==> config.mk <==
export PLATFORM = sky130hd
export DESIGN_NAME = servo_multi
export DESIGN_NICKNAME = d
export VERILOG_FILES = /design/src/rtl/servo_pkg.sv /design/src/rtl/servo_tick_gen.sv /design/src/rtl/servo_multi.sv
export SDC_FILE = /design/constraint.sdc
export NUM_CORES = 1
export LEC_CHECK = 0
export CAP_MARGIN = 20
export CORE_MARGIN = 3
export CORE_UTILIZATION = 55
export CTS_BUF_LIST = sky130_fd_sc_hd__clkbuf_4
export DETAILED_ROUTE_END_ITERATION = 10
export GPL_ROUTABILITY_DRIVEN = 0
export PLACE_DENSITY_LB_ADDON = 0.2
export SKIP_CTS_REPAIR_TIMING = 1
export SYNTH_ARGS = -nofsm -noshare
export SYNTH_HDL_FRONTEND = slang
export SYNTH_SLANG_ARGS = --single-unit
export TNS_END_PERCENT = 30
==> constraint.sdc <==
create_clock -name clk -period 3.07 [get_ports clk]
set_input_delay 0.614 -clock clk [delete_from_list [all_inputs] [get_ports clk]]
set_output_delay 0.614 -clock clk [all_outputs]
set_load 0.01 [all_outputs]
==> src/rtl/servo_pkg.sv <==
// Shared helpers for the multi-channel servo PWM block: timing constants
// derived from clock/frame/pulse parameters, and the per-frame slew step.
package servo_pkg;

    function automatic int calc_tick_div(longint clk_hz, int pos_w, int min_us, int max_us);
        return int'((clk_hz * longint'(max_us - min_us)) /
                    (longint'(1000000) * (longint'(1) << pos_w)));
    endfunction

    function automatic int calc_frame_ticks(int frame_hz, int pos_w, int min_us, int max_us);
        return int'((longint'(1000000 / frame_hz) * (longint'(1) << pos_w)) /
                    longint'(max_us - min_us));
    endfunction

    function automatic int calc_min_ticks(int pos_w, int min_us, int max_us);
        return int'((longint'(min_us) * (longint'(1) << pos_w)) / longint'(max_us - min_us));
    endfunction

    // Move cur toward tgt by at most step, landing exactly on tgt when close.
    function automatic int slew_step(int cur, int tgt, int step);
        if (tgt > cur)
            return (tgt - cur > step) ? cur + step : tgt;
        else
            return (cur - tgt > step) ? cur - step : tgt;
    endfunction

endpackage

==> src/rtl/servo_tick_gen.sv <==
// Prescaler producing one tick per TICK_DIV clocks and a frame counter
// that wraps at FRAME_TICKS, flagging the wrap cycle as frame_start.
module servo_tick_gen #(
    parameter int TICK_DIV    = 46,
    parameter int FRAME_TICKS = 5120,
    parameter int CTR_W       = $clog2(FRAME_TICKS)
) (
    input  logic             clk,
    input  logic             rst_n,
    output logic             frame_start,
    output logic [CTR_W-1:0] ctr_next
);

    localparam int DIV_W = (TICK_DIV > 1) ? $clog2(TICK_DIV) : 1;

    logic [DIV_W-1:0] div_reg;
    logic             tick_reg;
    logic             frame_start_reg;
    logic [CTR_W-1:0] frame_ctr_reg;
    logic             div_wrap;

    assign div_wrap = (div_reg == DIV_W'(TICK_DIV - 1));

    // The frame counter only moves on a tick, so its value one cycle before the
    // tick is already final; that lets frame_start be registered yet coincide with the wrapping tick.
    always_ff @(posedge clk or negedge rst_n) begin
        if (!rst_n) begin
            div_reg         <= '0;
            tick_reg        <= 1'b0;
            frame_start_reg <= 1'b0;
            frame_ctr_reg   <= '0;
        end else begin
            div_reg         <= div_wrap ? '0 : div_reg + 1'b1;
            tick_reg        <= div_wrap;
            frame_start_reg <= div_wrap && (frame_ctr_reg == CTR_W'(FRAME_TICKS - 1));
            frame_ctr_reg   <= ctr_next;
        end
    end

    assign ctr_next    = frame_start_reg ? '0 : frame_ctr_reg + CTR_W'(tick_reg);
    assign frame_start = frame_start_reg;

endmodule

==> src/rtl/servo_multi.sv <==
// N-channel servo PWM generator with frame-aligned shadow commits.
// Define SERVO_SLEW_EN to limit position change to SLEW_STEP per frame.
module servo_multi
    import servo_pkg::*;
#(
    parameter int CLK_FREQUENCY = 12000000,
    parameter int NUM_CH        = 4,
    parameter int POS_W         = 8,
    parameter int FRAME_HZ      = 50,
    parameter int MIN_US        = 1000,
    parameter int MAX_US        = 2000,
    parameter int RESET_POS     = 2 ** (POS_W - 1),
    parameter int SLEW_STEP     = 4
) (
    input  logic                                         clk,
    input  logic                                         rst_n,
    input  logic                                         wr_valid,
    output logic                                         wr_ready,
    input  logic [((NUM_CH > 1) ? $clog2(NUM_CH) : 1)-1:0] wr_ch,
    input  logic [POS_W-1:0]                             wr_pos,
    output logic                                         wr_err,
    input  logic [NUM_CH-1:0]                            ch_en,
    output logic                                         frame_sync,
    output logic [NUM_CH-1:0]                            pwm
);

    localparam int CH_W        = (NUM_CH > 1) ? $clog2(NUM_CH) : 1;
    localparam int TICK_DIV    = calc_tick_div(longint'(CLK_FREQUENCY), POS_W, MIN_US, MAX_US);
    localparam int FRAME_TICKS = calc_frame_ticks(FRAME_HZ, POS_W, MIN_US, MAX_US);
    localparam int MIN_TICKS   = calc_min_ticks(POS_W, MIN_US, MAX_US);
    localparam int CTR_W       = $clog2(FRAME_TICKS);
    localparam int CMP_W       = CTR_W + 1;

    if (TICK_DIV < 2) begin : g_bad_tick_div
        $error("servo_multi: TICK_DIV must be at least 2");
    end
    if (MIN_TICKS + 2 ** POS_W > FRAME_TICKS) begin : g_bad_frame
        $error("servo_multi: maximum pulse does not fit inside the frame");
    end
    if (NUM_CH < 1 || NUM_CH > 16) begin : g_bad_num_ch
        $error("servo_multi: NUM_CH must be 1..16");
    end
    if (SLEW_STEP < 1) begin : g_bad_slew
        $error("servo_multi: SLEW_STEP must be positive");
    end

    logic             frame_start;
    logic [CTR_W-1:0] ctr_next;
    logic             wr_ready_reg;
    logic             wr_err_reg;
    logic             wr_fire;

    servo_tick_gen #(
        .TICK_DIV   (TICK_DIV),
        .FRAME_TICKS(FRAME_TICKS),
        .CTR_W      (CTR_W)
    ) u_tick_gen (
        .clk        (clk),
        .rst_n      (rst_n),
        .frame_start(frame_start),
        .ctr_next   (ctr_next)
    );

    assign wr_fire = wr_valid && wr_ready_reg;

    always_ff @(posedge clk or negedge rst_n) begin
        if (!rst_n) begin
            wr_ready_reg <= 1'b0;
            wr_err_reg   <= 1'b0;
        end else begin
            wr_ready_reg <= 1'b1;
            wr_err_reg   <= wr_fire && ({1'b0, wr_ch} >= (CH_W + 1)'(NUM_CH));
        end
    end

    assign wr_ready   = wr_ready_reg;
    assign wr_err     = wr_err_reg;
    assign frame_sync = frame_start;

    for (genvar gi = 0; gi < NUM_CH; gi++) begin : g_ch
        logic [POS_W-1:0] shadow_reg;
        logic [POS_W-1:0] target_reg;
        logic [POS_W-1:0] target_next;
        logic [POS_W-1:0] cur_next;
        logic             en_q_reg;
        logic             en_next;
        logic             pwm_reg;

        assign target_next = frame_start ? shadow_reg : target_reg;
        assign en_next     = frame_start ? ch_en[gi] : en_q_reg;

`ifdef SERVO_SLEW_EN
        logic [POS_W-1:0] cur_reg;

        assign cur_next = frame_start
                        ? POS_W'(slew_step(int'(cur_reg), int'(target_next), SLEW_STEP))
                        : cur_reg;

        always_ff @(posedge clk or negedge rst_n) begin
            if (!rst_n)
                cur_reg <= POS_W'(RESET_POS);
            else
                cur_reg <= cur_next;
        end
`else
        // Without slew limiting cur always equals target, so target doubles as cur.
        assign cur_next = target_next;
`endif

        // pwm is computed from next-state values so it lines up with the frame
        // counter: high from the clock after frame_start for (MIN_TICKS+cur) ticks.
        always_ff @(posedge clk or negedge rst_n) begin
            if (!rst_n) begin
                shadow_reg <= POS_W'(RESET_POS);
                target_reg <= POS_W'(RESET_POS);
                en_q_reg   <= 1'b0;
                pwm_reg    <= 1'b0;
            end else begin
                if (wr_fire && (wr_ch == CH_W'(gi)))
                    shadow_reg <= wr_pos;
                target_reg <= target_next;
                en_q_reg   <= en_next;
                pwm_reg    <= en_next &&
                              (CMP_W'(ctr_next) < CMP_W'(MIN_TICKS) + CMP_W'(cur_next));
            end
        end

        assign pwm[gi] = pwm_reg;
    end

endmodule
==> impl_metrics.env, run 1 <==
export IMPL_final_setup_tns_ns=0
export IMPL_drv_cap=0
export IMPL_gr_usage_all_layers_pct=19.9
export IMPL_max_clock_path_buffers=2
export IMPL_wl_per_cell_microns=16.5
export IMPL_synth_main_ff_cell="dfrtp_1"
export IMPL_die_y_microns=96.4
export IMPL_die_area_sq_um=9290
export IMPL_tightest_slew_ns=0.765
export IMPL_first_global_vias=2778
export IMPL_viasPerCell=5.55
export IMPL_die_x_microns=96.4
export IMPL_antenna_cells=0
export IMPL_slew_headroom_pct=48.6
export IMPL_grt_pass1_wl_microns=13700
export IMPL_synth_area_top_cells="dfrtp_1 48%, mux2_2 9.8%, ha_1 7.0%, mux2i_1 5.6%, dfstp_2 4.7%"
export IMPL_routed_wl_microns=8350
export IMPL_final_setup_viol_count=0
export IMPL_syn_inst=375
export IMPL_synth_top_cell_area_share_pct=47.9
export IMPL_p_leak_nw=2.38
export IMPL_min_period_ns=2.81
export IMPL_tritoncts="built"
export IMPL_powerDensity_nw_per_um2=478
export IMPL_yosys_warnings=0
export IMPL_clock_latency_ns=0.45
export IMPL_grt_max_degree=95
export IMPL_place_ws_ns=0.472
export IMPL_layout_drive_gt1_share_pct=20.1
export IMPL_cts_buffers_inserted=9
export IMPL_cp_end_kind="output port"
export IMPL_crit_fanout=26
export IMPL_fillCellCount=633
export IMPL_crit_type="register to output port"
export IMPL_io_pins=24
export IMPL_drv_slew=0
export IMPL_rrSetupSlack_ns=0.42
export IMPL_grt_antenna_before_repair=0
export IMPL_rsz0062_at_grt="false"
export IMPL_io_buffers=22
export IMPL_critPathLaunchType="register"
export IMPL_seq_area_frac_synth_pct=52.6
export IMPL_syn_area_sq_um=4490
export IMPL_crit_required_ns=2.46
export IMPL_synth_commonest_cells="86 x dfrtp_1, 39 x mux2_2, 35 x inv_1"
export IMPL_irDropWorstVdd_v=0.000308
export IMPL_synth_seq_cells=94
export IMPL_syn_num_nets=417
export IMPL_layout_setup_ws_ns=0.264
export IMPL_gr_total_overflow=0
export IMPL_cp_arrival_ns=2.19
export IMPL_clkTransAtPathRegs_ns=0.12
export IMPL_layout_nets=440
export IMPL_area_delta_synth_final_pct=10.5
export IMPL_path_cells="buf_4 > clkdlybuf4s50_1"
export IMPL_synth_area_per_cell_sq_um=12.0
export IMPL_yosys_area_top_type="dfrtp_1"
export IMPL_cp_slowest_cell="dfrtp_2"
export IMPL_synth_most_common_cell="dfrtp_1"
export IMPL_remaining_drc_errors=0
export IMPL_fmax_mhz=356
export IMPL_via_count=2801
export IMPL_postRouteAntennaNets=0
export IMPL_critical_path_max_stage_delay_ns=0.79
export IMPL_core_sq_um=7810
export IMPL_root_buffer="clkbuf_4"
export IMPL_hold_path_class="input pin to async pin"
export IMPL_async_reset_ff_share_pct=100
export IMPL_cts_sinks=94
export IMPL_first_pass_iters=4
export IMPL_hold_viol_final=0
export IMPL_status="finished, final reports clean"
export IMPL_fin_crit_sh_pct=91.4
export IMPL_drt_iter0_drc=111
export IMPL_start_util_pct=57.5
export IMPL_dpl_hpwl_microns=6020
export IMPL_fin_skew_ns=0.0297
export IMPL_synth_edf_count=0
export IMPL_h_tree_depth=3
export IMPL_std_cell_rows=32
export IMPL_synth_cell_types=51
[area by class of cell]
cell class / count / area (sq um) / area share, %
clock buffer: 11 / 82.6 / 1.66
clock inverter: 5 / 100 / 2.02
inverter: 35 / 131 / 2.65
multi-input combinational: 231 / 1890 / 38.1
sequential: 94 / 2360 / 47.6
tap: 102 / 128 / 2.57
timing repair buffer: 27 / 268 / 5.40
[routing by layer]
layer / track usage, % / up-vias / wire [microns]
met5: 0 / - / 0
met4: 7.01 / 0 / 111
met3: 3.05 / 10 / 241
met2: 31.6 / 39 / 3930
met1: 27.8 / 1411 / 4070
li1: - / 1341 / -
[cell usage in the layout (no fill, tap or decap), types with 3 or more instances in the layout]
cell type / synthesis / routed
clkbuf_4: 0 / 11
a21o_1: 4 / 4
xnor2_1: 12 / 12
nand4_1: 7 / 7
mux2_2: 39 / 39
nand3_1: 7 / 7
a211oi_1: 3 / 3
inv_1: 35 / 35
nor3_1: 3 / 3
ha_1: 25 / 25
clkdlybuf4s50_1: 0 / 21
buf_4: 6 / 5
a31oi_1: 4 / 4
bufinv_16: 0 / 3
xor2_1: 4 / 4
dfstp_2: 8 / 8
a21oi_1: 5 / 5
dfrtp_1: 86 / 85
nand2_1: 18 / 18
o21ai_0: 12 / 12
mux2i_1: 25 / 25
a31o_2: 3 / 3
nor2_1: 25 / 25
[per-stage QoR]
step / std cells / utilization [%] / hold WS, ns / power [mW] / instance area (sq um)
5_1_grt: 505 / 63.5 / 0.223 / 2.46 / 4960
3_5_place_dp: 489 / 61.2 / 0.480 / 1.58 / 4780
3_3_place_gp: 489 / 61.2 / 0.474 / 1.57 / 4780
2_1_floorplan: 375 / - / 0.318 / 1.49 / 4490
4_1_cts: 505 / 63.5 / 0.205 / 2.39 / 4960
6_report: 505 / 63.5 / 0.197 / 2.37 / 4960
[where the power goes]
group	switching, mW	internal [mW]
Clock	0.395	0.429
Combinational	0.0601	0.0946
Sequential	0.0522	1.34
Total	0.507	1.86
[worst max-delay path: cells and delay by family, from the launching register on]
| kind | cells | cell delay, ns |
|---|---|---|
| DFF | 1 | 0.79 |
| buffers and inverters | 2 | 0.96 |
[worst paths after layout]
check,to,cells after the start,startpoint
setup reg to reg,g_ch[2].pwm_reg,11,u_tick_gen.frame_ctr_reg[0]
setup / recovery,frame_sync,2,u_tick_gen.frame_start
min in group clk,g_ch[2].target_reg[4],2,g_ch[2].target_reg[4]
max in group asynchronous,u_tick_gen.frame_start,2,rst_n
hold / removal,u_tick_gen.div_reg[5],2,rst_n
hold reg to reg,g_ch[2].target_reg[4],2,g_ch[2].target_reg[4]
[cell families (layout without fill, tap and decap cells)]
| family | Yosys count | in the layout | synth area share [%] |
|---|---|---|---|
| AO/OA/AOI/OAI | 44 | 44 | 6.88 |
| XOR/XNOR | 16 | 16 | 3.12 |
| adder cells (fa/ha/maj) | 27 | 27 | 7.41 |
| buffers and inverters | 50 | 78 | 5.35 |
| flip-flops | 94 | 94 | 52.6 |
| multiplexers | 64 | 64 | 15.4 |
| other | 2 | 2 | 0.167 |
| AND/OR/NAND/NOR | 78 | 78 | 9.11 |
Note: power is estimated with default switching activity, not from simulation.
==> run 2: changes to the inputs <==
--- a/config.mk
+++ b/config.mk
@@ -5,9 +5,10 @@
 export SDC_FILE = /design/constraint.sdc
 export NUM_CORES = 1
 export LEC_CHECK = 0
-export CAP_MARGIN = 20
+export CELL_PAD_IN_SITES_DETAIL_PLACEMENT = 0
+export CELL_PAD_IN_SITES_GLOBAL_PLACEMENT = 1
 export CORE_MARGIN = 3
-export CORE_UTILIZATION = 55
+export CORE_UTILIZATION = 51
 export CTS_BUF_LIST = sky130_fd_sc_hd__clkbuf_4
 export DETAILED_ROUTE_END_ITERATION = 10
 export GPL_ROUTABILITY_DRIVEN = 0
==> run 2 against run 1 <==
Effect of this change: core utilization decreased by 4.7 points; cell count grew 0.99%; total power decreased by 7.6%; flip-flop and latch count stayed put; wire length decreased by 0.92%; global-route usage shrank 1.2 points; final area fell by 0.53%; largest cell class unchanged; via count fell by 1.7%; register-to-register slack about the same.
==> impl_metrics.env, run 2 (synthesis results as in run 1) <==
export IMPL_status="finished, final reports clean"
export IMPL_p_leak_nw=2.35
export IMPL_postPlaceCellArea_sq_um=4800
export IMPL_routed_wl_microns=8270
export IMPL_irDropWorstVdd_v=0.000278
export IMPL_hold_viol_final=0
export IMPL_drv_cap=0
export IMPL_crit_fanout=28
export IMPL_cp_arrival_ns=2.23
export IMPL_pwr_share_seq_pct=63.3
export IMPL_min_period_ns=2.85
export IMPL_fillCellCount=723
export IMPL_fmax_mhz=351
export IMPL_remaining_drc_errors=0
export IMPL_startpoint="u_tick_gen.frame_start"
export IMPL_crit_type="register to output port"
export IMPL_ff2ff_path_depth=11
export IMPL_cts_buffers_inserted=9
export IMPL_root_buffer="clkbuf_4"
export IMPL_critPathLaunchType="register"
export IMPL_die_y_microns=99.8
export IMPL_io_pins=24
export IMPL_dpl_hpwl_microns=5960
export IMPL_first_pass_iters=5
export IMPL_antenna_cells=0
export IMPL_layout_setup_ws_ns=0.222
export IMPL_powerDensity_nw_per_um2=444
export IMPL_slew_headroom_pct=50.5
export IMPL_gr_usage_all_layers_pct=18.7
export IMPL_drt_iter0_drc=88
export IMPL_hold_path_class="input pin to async pin"
export IMPL_rrSetupSlack_ns=0.42
export IMPL_clkPwrFrac_pct=29.5
export IMPL_drv_slew=0
export IMPL_fin_skew_ns=0.0209
export IMPL_die_area_sq_um=9970
export IMPL_clock_latency_ns=0.42
export IMPL_area_delta_synth_final_pct=9.89
export IMPL_start_util_pct=53.6
export IMPL_via_count=2752
export IMPL_cp_slowest_cell="dfrtp_2"
export IMPL_postLayoutCellArea_sq_um=4930
export IMPL_critical_path_max_stage_delay_ns=0.77
export IMPL_clkTransAtPathRegs_ns=0.14
export IMPL_path_cells="buf_4 > clkdlybuf4s50_1"
export IMPL_wl_per_cell_microns=16.2
export IMPL_core_sq_um=8380
export IMPL_std_cell_rows=33
export IMPL_fin_crit_sh_pct=92.8
export IMPL_mostFrequentLayoutCell="dfrtp_1"
export IMPL_final_setup_tns_ns=0
export IMPL_tritoncts="built"
export IMPL_place_ws_ns=0.426
export IMPL_pwr_share_comb_pct=7.1
export IMPL_final_setup_viol_count=0
export IMPL_cts_sinks=94
export IMPL_power_mw=2.19
export IMPL_gr_total_overflow=0
export IMPL_die_x_microns=99.8
export IMPL_grt_max_degree=49
export IMPL_max_clock_path_buffers=2
export IMPL_layout_nets=442
export IMPL_power_switching_mw=0.501
export IMPL_p_sw_share_pct=22.9
export IMPL_cp_end_kind="output port"
export IMPL_rsz0062_at_grt="false"
export IMPL_r2r_start="u_tick_gen.frame_ctr_reg[0]"
export IMPL_postRouteAntennaNets=0
export IMPL_crit_required_ns=2.46
export IMPL_grt_antenna_before_repair=0
export IMPL_io_buffers=22
export IMPL_power_internal_mw=1.69
export IMPL_mostFrequentLayoutCells="85 x dfrtp_1, 39 x mux2_2, 35 x inv_1"
export IMPL_r2r_end="g_ch[2].pwm_reg"
export IMPL_layout_drive_gt1_share_pct=20.2
export IMPL_h_tree_depth=3
export IMPL_first_global_vias=2847
export IMPL_grt_pass1_wl_microns=14400
export IMPL_viasPerCell=5.40
export IMPL_tightest_slew_ns=0.737
run 2: per-stage QoR:
step	hold WS, ns	std cells	util, %
2_1_floorplan	0.318	375	-
3_3_place_gp	0.476	494	57.2
3_5_place_dp	0.482	494	57.2
4_1_cts	0.213	510	58.9
5_1_grt	0.206	510	58.9
6_report	0.202	510	58.9
run 2: worst max path at each step:
stage | to | slack, ns | depth (start not counted)
2_1_floorplan | g_ch[0].pwm_reg | 0.30 | 11
3_3_place_gp | g_ch[0].pwm_reg | 0.53 | 8
3_5_place_dp | g_ch[2].pwm_reg | 0.43 | 11
4_1_cts | frame_sync | 0.21 | 2
5_1_grt | frame_sync | 0.11 | 2
6_report | frame_sync | 0.22 | 2
run 2: critical path, delay by kind of cell, from the launching register on:
kind	cells	cell delay [ns]
buffers and inverters	2	1.04
DFF	1	0.77
run 2: final cells by class:
class | count | area, sq um | share of cell area (%)
flip-flops and latches | 94 | 2360 | 47.9
multi-input cells | 231 | 1890 | 38.3
repair buffers | 29 | 283 | 5.73
inverters | 35 | 131 | 2.66
well taps | 105 | 131 | 2.66
clock buffers | 10 | 75.1 | 1.52
clock inverters | 6 | 62.6 | 1.27
run 2: routing by layer:
layer | vias to the layer above | part of all wire, % | GRT usage (%)
li1 | 1346 | - | -
met1 | 1380 | 51 | 27.7
met2 | 18 | 47 | 28.9
met3 | 8 | 1.5 | 2.71
met4 | 0 | 1.0 | 5.36
met5 | - | 0 | 0
run 2: power groups by stage:
stage                     clock network (mW)  registers [mW]  logic [mW]
after floorplan                            0            1.39      0.0925
after global placement                     0            1.41       0.154
after detailed placement                   0            1.41       0.160
after CTS                              0.675            1.39       0.160
after global routing                   0.723            1.40       0.177
final                                  0.647            1.39       0.156
